===== src/rtl/eoc_arbiter.sv =====
// End-of-column readout arbiter: freezes pending column tokens with a frame BCID,
// reads each frozen column once and streams tagged words through a show-ahead FIFO.
module eoc_arbiter #(
    parameter int NCOL       = 4,
    parameter int DATA_W     = 21,
    parameter int ADDR_W     = 6,
    parameter int BCID_W     = 6,
    parameter int BASE_ADDR  = 0,
    parameter int FIFO_DEPTH = 4,
    parameter int RR         = 0
) (
    input  logic                     CLK,
    input  logic                     RST,
    input  logic [NCOL-1:0]          Enable,
    input  logic [NCOL-1:0]          TokInCol,
    input  logic [NCOL*DATA_W-1:0]   ColData,
    input  logic [BCID_W-1:0]        Bcid,
    output logic [NCOL-1:0]          ReadCol,
    output logic                     Freeze,
    output logic                     TokOut,
    output logic                     Valid,
    input  logic                     Ready,
    output logic [DATA_W-1:0]        DataOut,
    output logic [ADDR_W-1:0]        AddrOut,
    output logic [BCID_W-1:0]        BcidOut
);

    localparam int COL_W   = (NCOL > 1) ? $clog2(NCOL) : 1;
    localparam int FIFO_AW = (FIFO_DEPTH > 1) ? $clog2(FIFO_DEPTH) : 1;
    localparam int WORD_W  = DATA_W + ADDR_W + BCID_W;

    typedef enum logic [1:0] {
        ST_IDLE,
        ST_FREEZE,
        ST_READ,
        ST_CAPTURE
    } state_t;

    state_t              state_reg, state_next;
    logic [NCOL-1:0]     snap_reg, snap_next;
    logic [BCID_W-1:0]   bcid_reg, bcid_next;
    logic [COL_W-1:0]    sel_reg, sel_next;
    logic [COL_W-1:0]    ptr_reg, ptr_next;

    logic [DATA_W-1:0]   col_data [NCOL];
    logic [NCOL-1:0]     cand;
    logic [NCOL-1:0]     pending;
    logic [COL_W-1:0]    pick;
    logic                found;
    int                  idx;

    logic [WORD_W-1:0]   fifo_mem [FIFO_DEPTH];
    logic [FIFO_AW-1:0]  wr_ptr_reg, rd_ptr_reg;
    logic [FIFO_AW:0]    count_reg;
    logic                push, pop, full, empty;
    logic [WORD_W-1:0]   wr_word, head_word;

    genvar gi;
    generate
        for (gi = 0; gi < NCOL; gi++) begin : g_col
            assign col_data[gi] = ColData[gi*DATA_W +: DATA_W];
            assign ReadCol[gi]  = (state_reg == ST_READ) && (sel_reg == COL_W'(gi));
        end
    endgenerate

    // Enable is re-applied at every selection so a column disabled mid-frame is skipped.
    assign cand    = snap_reg & Enable;
    assign pending = TokInCol & Enable;

    always_comb begin
        pick  = '0;
        found = 1'b0;
        idx   = 0;
        if (RR != 0) begin
            for (int k = 0; k < NCOL; k++) begin
                idx = (int'(ptr_reg) + 1 + k) % NCOL;
                if (!found && cand[idx]) begin
                    found = 1'b1;
                    pick  = COL_W'(idx);
                end
            end
        end else begin
            for (int k = NCOL - 1; k >= 0; k--) begin
                if (cand[k]) begin
                    found = 1'b1;
                    pick  = COL_W'(k);
                end
            end
        end
    end

    always_ff @(posedge CLK or posedge RST) begin
        if (RST) begin
            state_reg <= ST_IDLE;
            snap_reg  <= '0;
            bcid_reg  <= '0;
            sel_reg   <= '0;
            ptr_reg   <= COL_W'(NCOL - 1);
        end else begin
            state_reg <= state_next;
            snap_reg  <= snap_next;
            bcid_reg  <= bcid_next;
            sel_reg   <= sel_next;
            ptr_reg   <= ptr_next;
        end
    end

    always_comb begin
        state_next = state_reg;
        snap_next  = snap_reg;
        bcid_next  = bcid_reg;
        sel_next   = sel_reg;
        ptr_next   = ptr_reg;
        push       = 1'b0;
        case (state_reg)
            ST_IDLE: begin
                if (|pending) begin
                    snap_next  = pending;
                    bcid_next  = Bcid;
                    state_next = ST_FREEZE;
                end
            end
            ST_FREEZE: begin
                if (!found) begin
                    state_next = ST_IDLE;
                end else if (!full) begin
                    // Only commit to a read when the capture slot is guaranteed.
                    sel_next   = pick;
                    state_next = ST_READ;
                end
            end
            ST_READ: begin
                snap_next[sel_reg] = 1'b0;
                state_next         = ST_CAPTURE;
            end
            ST_CAPTURE: begin
                push       = 1'b1;
                ptr_next   = sel_reg;
                state_next = ST_FREEZE;
            end
            default: state_next = ST_IDLE;
        endcase
    end

    assign wr_word = {col_data[sel_reg], ADDR_W'(BASE_ADDR + int'(sel_reg)), bcid_reg};

    assign full  = (count_reg == (FIFO_AW + 1)'(FIFO_DEPTH));
    assign empty = (count_reg == '0);
    assign pop   = !empty && Ready;

    always_ff @(posedge CLK) begin
        if (push) begin
            fifo_mem[wr_ptr_reg] <= wr_word;
        end
    end

    always_ff @(posedge CLK or posedge RST) begin
        if (RST) begin
            wr_ptr_reg <= '0;
            rd_ptr_reg <= '0;
            count_reg  <= '0;
        end else begin
            if (push) begin
                wr_ptr_reg <= wr_ptr_reg + 1'b1;
            end
            if (pop) begin
                rd_ptr_reg <= rd_ptr_reg + 1'b1;
            end
            case ({push, pop})
                2'b10:   count_reg <= count_reg + 1'b1;
                2'b01:   count_reg <= count_reg - 1'b1;
                default: count_reg <= count_reg;
            endcase
        end
    end

    // Head fields are forced to zero when empty so stale memory never leaks out.
    assign head_word = fifo_mem[rd_ptr_reg];
    assign Valid     = !empty;
    assign DataOut   = Valid ? head_word[WORD_W-1 -: DATA_W]        : '0;
    assign AddrOut   = Valid ? head_word[BCID_W +: ADDR_W]          : '0;
    assign BcidOut   = Valid ? head_word[BCID_W-1:0]                : '0;

    assign Freeze = (state_reg != ST_IDLE);
    assign TokOut = !RST && ((|pending) || Freeze || !empty);

endmodule

===== config.mk =====
export PLATFORM = sky130hd
export DESIGN_NAME = eoc_arbiter
export DESIGN_NICKNAME = d
export VERILOG_FILES = /design/src/rtl/eoc_arbiter.sv
export SDC_FILE = /design/constraint.sdc
export NUM_CORES = 1
export LEC_CHECK = 0
export CAP_MARGIN = 20
export CORE_ASPECT_RATIO = 1.2
export CORE_MARGIN = 2
export CORE_UTILIZATION = 30
export DETAILED_ROUTE_END_ITERATION = 10
export PLACE_DENSITY = 0.56
export SYNTH_ARGS = -nofsm -noshare
export SYNTH_HDL_FRONTEND = slang
export SYNTH_SLANG_ARGS = --single-unit

===== constraint.sdc =====
create_clock -name CLK -period 2.6 [get_ports CLK]
set_input_delay 0.65 -clock CLK [delete_from_list [all_inputs] [get_ports CLK]]
set_output_delay 0.65 -clock CLK [all_outputs]
set_load 0.02 [all_outputs]

==> results.json <==
{
  "cp_cell_sequence": "buf_6 > buf_12 > mux4_2 > and2_1 > buf_2",
  "place_area_um2": 7960,
  "first_global_vias": 3972,
  "fin_nets": 608,
  "synth_top_area_frac": 0.568,
  "postRouteAntennaNets": 0,
  "drc": 0,
  "clk_latency_ps": 410,
  "rsz0062_at_grt": "true",
  "placementRows": 57,
  "num_io_pins": 141,
  "routed_wl_mm": 14.5,
  "setup_viol": 0,
  "dr.pass1.iters": 4,
  "r2r_slack_ps": 460,
  "start_util": 0.304,
  "hold_buffers": 0,
  "cts_tree": "built",
  "rr_worst_depth": 8,
  "cts_buffers": 17,
  "regToRegEndpoint": "count_reg[2]",
  "cts_max_level": 4,
  "regArea_um2": 4010,
  "synth_xor_area_frac": 0.00857,
  "syn_to_final_growth_pct": 39.5,
  "num-fill-cells": 1791,
  "synthAdderAreaFrac": 0.0237,
  "die_w_um": 135,
  "core-area_um2": 20200,
  "finalMaxSlewViolations": 0,
  "die_area_um2": 21600,
  "grtUsageTotal": 0.139,
  "finalCritPeriodShare": 0.983,
  "status": "finished clean",
  "syn_area_um2": 6130,
  "total_power_mw": 9.31,
  "setup_ws_ps": 43.0,
  "largest_reg_flops": 116,
  "synth_top_area_cell": "edfxtp_1",
  "cp_slowest_cell": "mux4_2",
  "peakVddDrop_v": 0.000523,
  "synthCells": 329,
  "max_freq_mhz": 391,
  "p_leak_nw": 3.08,
  "cp-start-kind": "flop",
  "io_buffers": 136,
  "synth-edff-count": 116,
  "critical_path_arrival_ps": 1910,
  "grt_max_degree": 26,
  "cap_violations": 0,
  "grt_pass1_wl_mm": 22.3,
  "r2r_start": "count_reg[1]",
  "n_antenna_cell": 0,
  "die_y_um": 161,
  "syn_area_per_cell_um2": 18.6,
  "gp_congestion": 0.721,
  "synth_compound_area_frac": 0.0271,
  "powerDensity_nw_per_um2": 1090,
  "synthArstFlopShare": 0.153,
  "drtIter0Drc": 152,
  "synth.mux.area_fraction": 0.203,
  "vias": 3582,
  "grt-ovfl-total": 0,
  "finalHoldViolCount": 0,
  "holdPathStages": 0,
  "ys_seq_area_frac": 0.654,
  "routedWlPerCell_um": 18.7,
  "post-dp-hpwl_mm": 9.71,
  "cp-startpoint": "rd_ptr_reg[0]",
  "clk_path_buf_depth": 2,
  "layout-drive-gt1-share": 0.320,
  "routed_via_density": 4.63,
  "stdcell_area_um2": 8550,
  "max_stage_delay_ps": 490,
  "cp.required_ps": 1950,
  "worstHoldPathType": "flop to flop",
  "worstSetupPathType": "flop to output pin",
  "critPathMaxFanout": 5,
  "pre_cts_ws_ps": -271,
  "ys_ff_latch": 137,
  "hold_end": "fifo_mem[2][1]",
  "antenna_found_initial": 0,
  "yosys.area_share.simple": 0.0563,
  "worstHoldStart": "bcid_reg[1]",
  "synth_warnings": 0,
  "cp-end-kind": "output pin",
  "fin_skew_ps": 6.25,
  "synth_top_family_by_area": "multiplexers",
  "synth.area.top_cells": "edfxtp_1 (57%), mux4_2 (18%), dfrtp_1 (8.6%), and2_1 (3.5%), ha_1 (2.0%)",
  "period_needed_ps": 2560,
  "path_clk_slew_ps": 60,
  "multi_input_area_um2": 2020,
  "synthDistinctLibCells": 36,
  "ys.flop_type": "edfxtp_1",
  "clock-sinks": 137,
  "root_buffer": "clkbuf_16"
}
[Yosys cell counts (3+ instances only)]
library cell and number:
mux2_2 6, buf_4 6, a21oi_1 6, and3_1 4, clkbuf_1 5, buf_6 3, xor2_1 4, nand2_1 5
nor2b_1 4, dfrtp_1 21, buf_2 6, edfxtp_1 116, mux2i_1 3, nor2_1 3, o21ai_0 10, ha_1 10
mux4_2 49, a22oi_1 4, inv_1 11, and2_1 34
[worst max-delay path by stage]
stage                       endpoint  slack [ps]  cells past startpoint
after floorplan               TokOut         480                      2
after global placement        TokOut        -250                      5
after detailed placement      TokOut        -270                      5
after CTS                 DataOut[2]        -110                      5
after global routing      BcidOut[3]         -20                      5
final                     BcidOut[5]          40                      5
[power breakdown]
part / switching (mW) / internal, mW / leakage, nW
sequential: 0.234 / 2.95 / 1.30
combinational: 1.88 / 1.85 / 1.50
clock: 0.873 / 1.52 / 0.285
[per-stage QoR]
stage	cells	hold slack, ps	setup TNS [ps]	util
2_1_floorplan	332	465	0	-
3_3_place_gp	735	484	-246	0.394
3_5_place_dp	735	497	-271	0.394
4_1_cts	774	527	-266	0.423
5_1_grt	774	543	-171	0.424
6_report	774	515	0	0.424
[critical path: cells and delay by family, from the launching register on]
family	cells	cell delay (ps)
multiplexers	1	490
buffers and inverters	3	430
flip-flops	1	390
AND/OR/NAND/NOR	1	170
[layout by cell type, fill, tap and decap left out, drive strengths merged, types with 3 or more instances in the layout]
cell,Yosys,routed
or3,1,3
and3,5,5
inv,11,11
buf,15,56
clkbuf,5,20
nor2,3,3
dlygate4sd2,0,4
conb,1,4
a22oi,4,4
mux2,7,7
dfrtp,21,21
nand2,5,5
mux4,50,50
nor2b,4,4
clkinv,0,6
a21oi,6,6
mux2i,3,3
clkdlybuf4s50,0,100
xor2,4,4
edfxtp,116,116
and2,34,34
clkinvlp,0,4
o21ai,10,10
bufinv,0,3
ha,10,10
[kinds of logic (layout without fill, tap and decap cells)]
kind of cell    Yosys count  in the layout
xor+xnor                  6              6
buf+inv                  31            206
mux                      60             60
compound gates           27             27
simple gates             56             58
other cells               1              4
flops                   137            137
fa+ha+maj                11             11
[layer usage]
layer / vias to the layer above / share of wire / wire length [um] / track usage
li1: 1642 / - / - / -
met1: 1844 / 0.40 / 5840 / 0.160
met2: 77 / 0.54 / 7830 / 0.254
met3: 19 / 0.035 / 505 / 0.0316
met4: 0 / 0.022 / 322 / 0.0493
met5: - / 0 / 0 / 0
[what timing repair did]
item,in CTS,in global routing
endpoints found under the setup margin,35,16
pin swaps,1,1
gates resized for setup,127,22
hold endpoints to repair,0,0
gates cloned,4,1
buffers inserted,3,0
[layout make-up]
type                            instances  area share
Clock buffer                           19      0.0518
Clock inverter                         13      0.0180
Inverter                               11     0.00483
Multi-Input combinational cell        166       0.236
Sequential cell                       137       0.469
Tap cell                              265      0.0388
Timing Repair Buffer                  163       0.182
Power figures use the tool's default switching activity.
==> RTL change 1 (same flow settings) <==
`NCOL`: 4 -> 8.
--- a/src/rtl/eoc_arbiter.sv
+++ b/src/rtl/eoc_arbiter.sv
@@ -3,3 +3,3 @@
 module eoc_arbiter #(
-    parameter int NCOL       = 4,
+    parameter int NCOL       = 8,
     parameter int DATA_W     = 21,
Interface: changed (resized ColData, Enable, ReadCol and TokInCol); port bits go from 141 to 237. No check against the original RTL was run, so the function may have changed too.
==> RTL change 1 against the original RTL <==
The flow now finishes with violations (setup timing). Global-route usage rose by 2.6 points. Cell count rose by 32%. Power rose by 28%. Hold slack barely moved. Worst setup slack got worse by 0.16 ns. Sequential cell count rose by 9. Routed wire length rose by 42%. Synthesized area rose by 20%. Critical path depth rose by 2. Utilization rose by 3.4 points. Design area rose by 28%. Critical endpoint is now DataOut[15].
==> RTL change 1: results (changes against the original RTL) <==
outcome finished, violations left; failing checks setup timing; Post-synth EDFFs 120 (+3.4%); # port buffers 233 (+71%); setup ws final -0.1199 ns (-0.1629 ns); gr usage total 16.52% (+2.6 points); Final Net Count 891 (+47%); DP Worst Slack -0.4403 ns (-0.1694 ns); initial antenna violation count 7 (+7); ys async rst share 17.81% (+2.5 points); VDD IR-drop max 0.5188 mV (-0.79%); setup bufs post-CTS 8 (+5); dominant cells by area after synthesis edfxtp_1 49%, mux4_2 22%, dfrtp_1 8.9%, mux2_2 4.1%, and2_1 3.1%; global-route wire length before repair 31600 um (+42%); GP Congestion 0.7990 (+11%); slowest stage delay, CP 0.43 ns (-0.06 ns); worst path arrival time 2.07 ns (+0.16 ns); sequential share of the synthesized area 58.00% (-7.4 points); Setup Viol. Count Final 6 (+6); crit path max fanout 4 (-1); number of flip-flops in the largest register 120 (+3.4%); post_cts resized 163 (+28%); WL final 20640 um (+42%); slowest stage cell, crit path dfrtp_2; FILL cells 2094 (+17%); DR vias 4850 (+35%); Post-synth top cells 120 x edfxtp_1, 72 x mux4_2, 36 x and2_1, 27 x mux2_2, 26 x dfrtp_1
RTL change 1: changes by cell type in the layout (fill, tap and decap cells not counted), sizes merged, moves of 5 or more:
| cell | before | now |
|---|---|---|
| buf | 56 | 72 |
| clkbuf | 20 | 26 |
| o21ai | 10 | 2 |
| nand2 | 5 | 11 |
| nor2 | 3 | 18 |
| dfrtp | 21 | 26 |
| o22a | 0 | 8 |
| a22o | 0 | 5 |
| clkdlybuf4s50 | 100 | 192 |
| mux2 | 7 | 29 |
| mux4 | 50 | 72 |
| and3 | 5 | 0 |
RTL change 1: cells by family after synthesis:
logic type | Yosys count | synth area share (%)
AOI/OAI and AO/OA | 36 | 4.197
xor gates and xnor gates | 6 | 0.7165
adders and majority gates | 11 | 1.979
buffers and inverters | 41 | 2.746
DFF | 146 | 58.00
muxes | 104 | 26.97
other | 1 | 0.05113
and+or+nand+nor | 74 | 5.340
RTL change 1: per-layer routing:
| metal | part of all wire, % | vias to the layer above | GRT usage (%) |
|---|---|---|---|
| met5 | 0.31 | - | 0 |
| met4 | 1.6 | 10 | 5.502 |
| met3 | 5.8 | 29 | 5.117 |
| met2 | 54 | 154 | 29.68 |
| met1 | 39 | 2440 | 18.64 |
| li1 | - | 2217 | - |
RTL change 1: through the flow:
stage	instance area [sq um]	cells
2_1_floorplan	7342	421
3_3_place_gp	10250	978
3_5_place_dp	10250	978
4_1_cts	10880	1019
5_1_grt	10980	1021
6_report	10990	1023
RTL change 1: area by class of cell:
type | count | area, sq um | area share [%]
antenna | 3 | 7.507 | 0.06834
clock buffer | 19 | 432.9 | 3.941
clock inverter | 13 | 142.6 | 1.298
inverter | 13 | 48.80 | 0.4442
multi-input combinational | 234 | 2958 | 26.92
sequential | 146 | 4262 | 38.79
tap | 320 | 400.4 | 3.645
timing repair buffer | 275 | 2734 | 24.89
RTL change 1: report_power, final:
| part | switching [mW] | total, mW | internal, mW | leakage [nW] |
|---|---|---|---|---|
| combinational | 2.69 | 5.87 | 3.18 | 2.28 |
| sequential | 0.329 | 3.70 | 3.37 | 1.39 |
| clock | 0.891 | 2.38 | 1.49 | 0.283 |
| total | 3.91 | 11.9 | 8.04 | 3.96 |
RTL change 1: final timing paths:
kind | startpoint | end | slack (ns) | cells after the start
worst max-delay path | rd_ptr_reg[0] | DataOut[15] | -0.12 | 7
worst min-delay path | bcid_reg[5] | fifo_mem[3][5] | 0.52 | 0
worst max register to register | count_reg[2] | count_reg[2] | 0.30 | 10
worst min register to register | bcid_reg[5] | fifo_mem[3][5] | 0.52 | 0
max in group asynchronous | RST | rd_ptr_reg[1] | 1.24 | 3
min in group asynchronous | RST | snap_reg[7] | 0.70 | 2
==> RTL change 2 (same flow settings) <==
Without the edit above. Make the reset (`RST`) synchronous in 2 clocked blocks.
--- a/src/rtl/eoc_arbiter.sv
+++ b/src/rtl/eoc_arbiter.sv
@@ -91,3 +91,3 @@
 
-    always_ff @(posedge CLK or posedge RST) begin
+    always_ff @(posedge CLK) begin
         if (RST) begin
@@ -156,3 +156,3 @@
 
-    always_ff @(posedge CLK or posedge RST) begin
+    always_ff @(posedge CLK) begin
         if (RST) begin
Check against the original RTL: differs if RST is asserted again (counterexample within 4 cycles, from zero or initial values and one cycle with RST high); with RST held inactive, the same outputs for 10 cycles.
==> RTL change 2 against the original RTL <==
Worst setup slack better by 0.048 ns. Routed wire length down 6.6%. Design area down 1.7%. Sequential cell count up 2. Hold slack worse by 0.015 ns. Synthesized area down 0.22%. Count of clock-buffer cells in the layout down 1. Via count up 1.1%. Highest routed layer unchanged.
Power is not compared: it rests on default switching activity, and its combinational part moved more than twofold at a synthesized area within 25%.
==> RTL change 2: results (changes against the original RTL) <==
M1 WL 5551 um (-5.0%); dpl cells 748 (+1.8%); Seq cells post-synth 139 (+1.5%); worst path arrival time 1.86 ns (-0.05 ns); drt wl/cell 17.30 um (-7.7%); DR vias 3621 (+1.1%); dominant cells by area after synthesis edfxtp_1 57%, mux4_2 18%, dfxtp_1 7.5%, and2_1 3.6%, ha_1 2.0%; WL met3 696 um (+38%); Post-synth top cells 116 x edfxtp_1, 50 x mux4_2, 35 x and2_1, 23 x dfxtp_1, 22 x nor2_1; count of multi-input gates 174 (+4.8%); met3 usage 3.472% (+0.32 points); largest net degree at the start of global routing 31 (+19%); placed wire-length estimate 8932 um (-8.0%); setup bufs post-CTS 1 (-2); DP Worst Slack -0.1562 ns (+0.1147 ns); final core utilization 41.81% (-0.57 points); Non-CTS buffers 161 (-1.2%); Hold Path Cell Cnt 2 (+2); share of cells above drive strength 1 28.96% (-3.1 points); Signal buf overhead 18.03% (-0.15 points); multi-input combinational area share 24.24% (+0.65 points); Iteration-0 DRC Markers 118 (-22%); FILL cells 1850 (+3.3%); Met2 Routed Length 7160 um (-8.6%); post_cts resized 113 (-11%); vias in the first global route 4010 (+0.96%); ys async rst share 0% (-15 points); grt met2 use 23.40% (-2.0 points); Reg area 0.003950 sq mm (-1.5%); GP Congestion 0.6864 (-4.7%); slowest stage cell, crit path clkdlybuf4s50_1; outcome finished clean
-- RTL change 2: cell count changes after synthesis, sizes merged, moves of 6 or more --
cell and change:
dfrtp -21, dfxtp +23, mux2 -7, nor2 +19, o21ai -6
-- RTL change 2: path summary, 6_finish.rpt --
path                     start  slack [ns]            to
hold / removal    count_reg[2]        0.50  count_reg[2]
setup reg to reg  count_reg[1]        0.48  count_reg[2]
hold reg to reg   count_reg[2]        0.50  count_reg[2]
setup / recovery     Enable[0]        0.09        TokOut
-- RTL change 2: logic make-up (layout without fill, tap and decap cells) --
logic type	after synthesis	count (layout)	share of synthesized area, %
AOI/OAI and AO/OA	29	29	4.069
xor gates and xnor gates	5	5	0.7157
adders and majority gates	11	11	2.372
buffers and inverters	33	205	2.597
DFF	139	139	64.44
muxes	58	58	19.71
other	1	4	0.06128
and+or+nand+nor	67	67	6.031
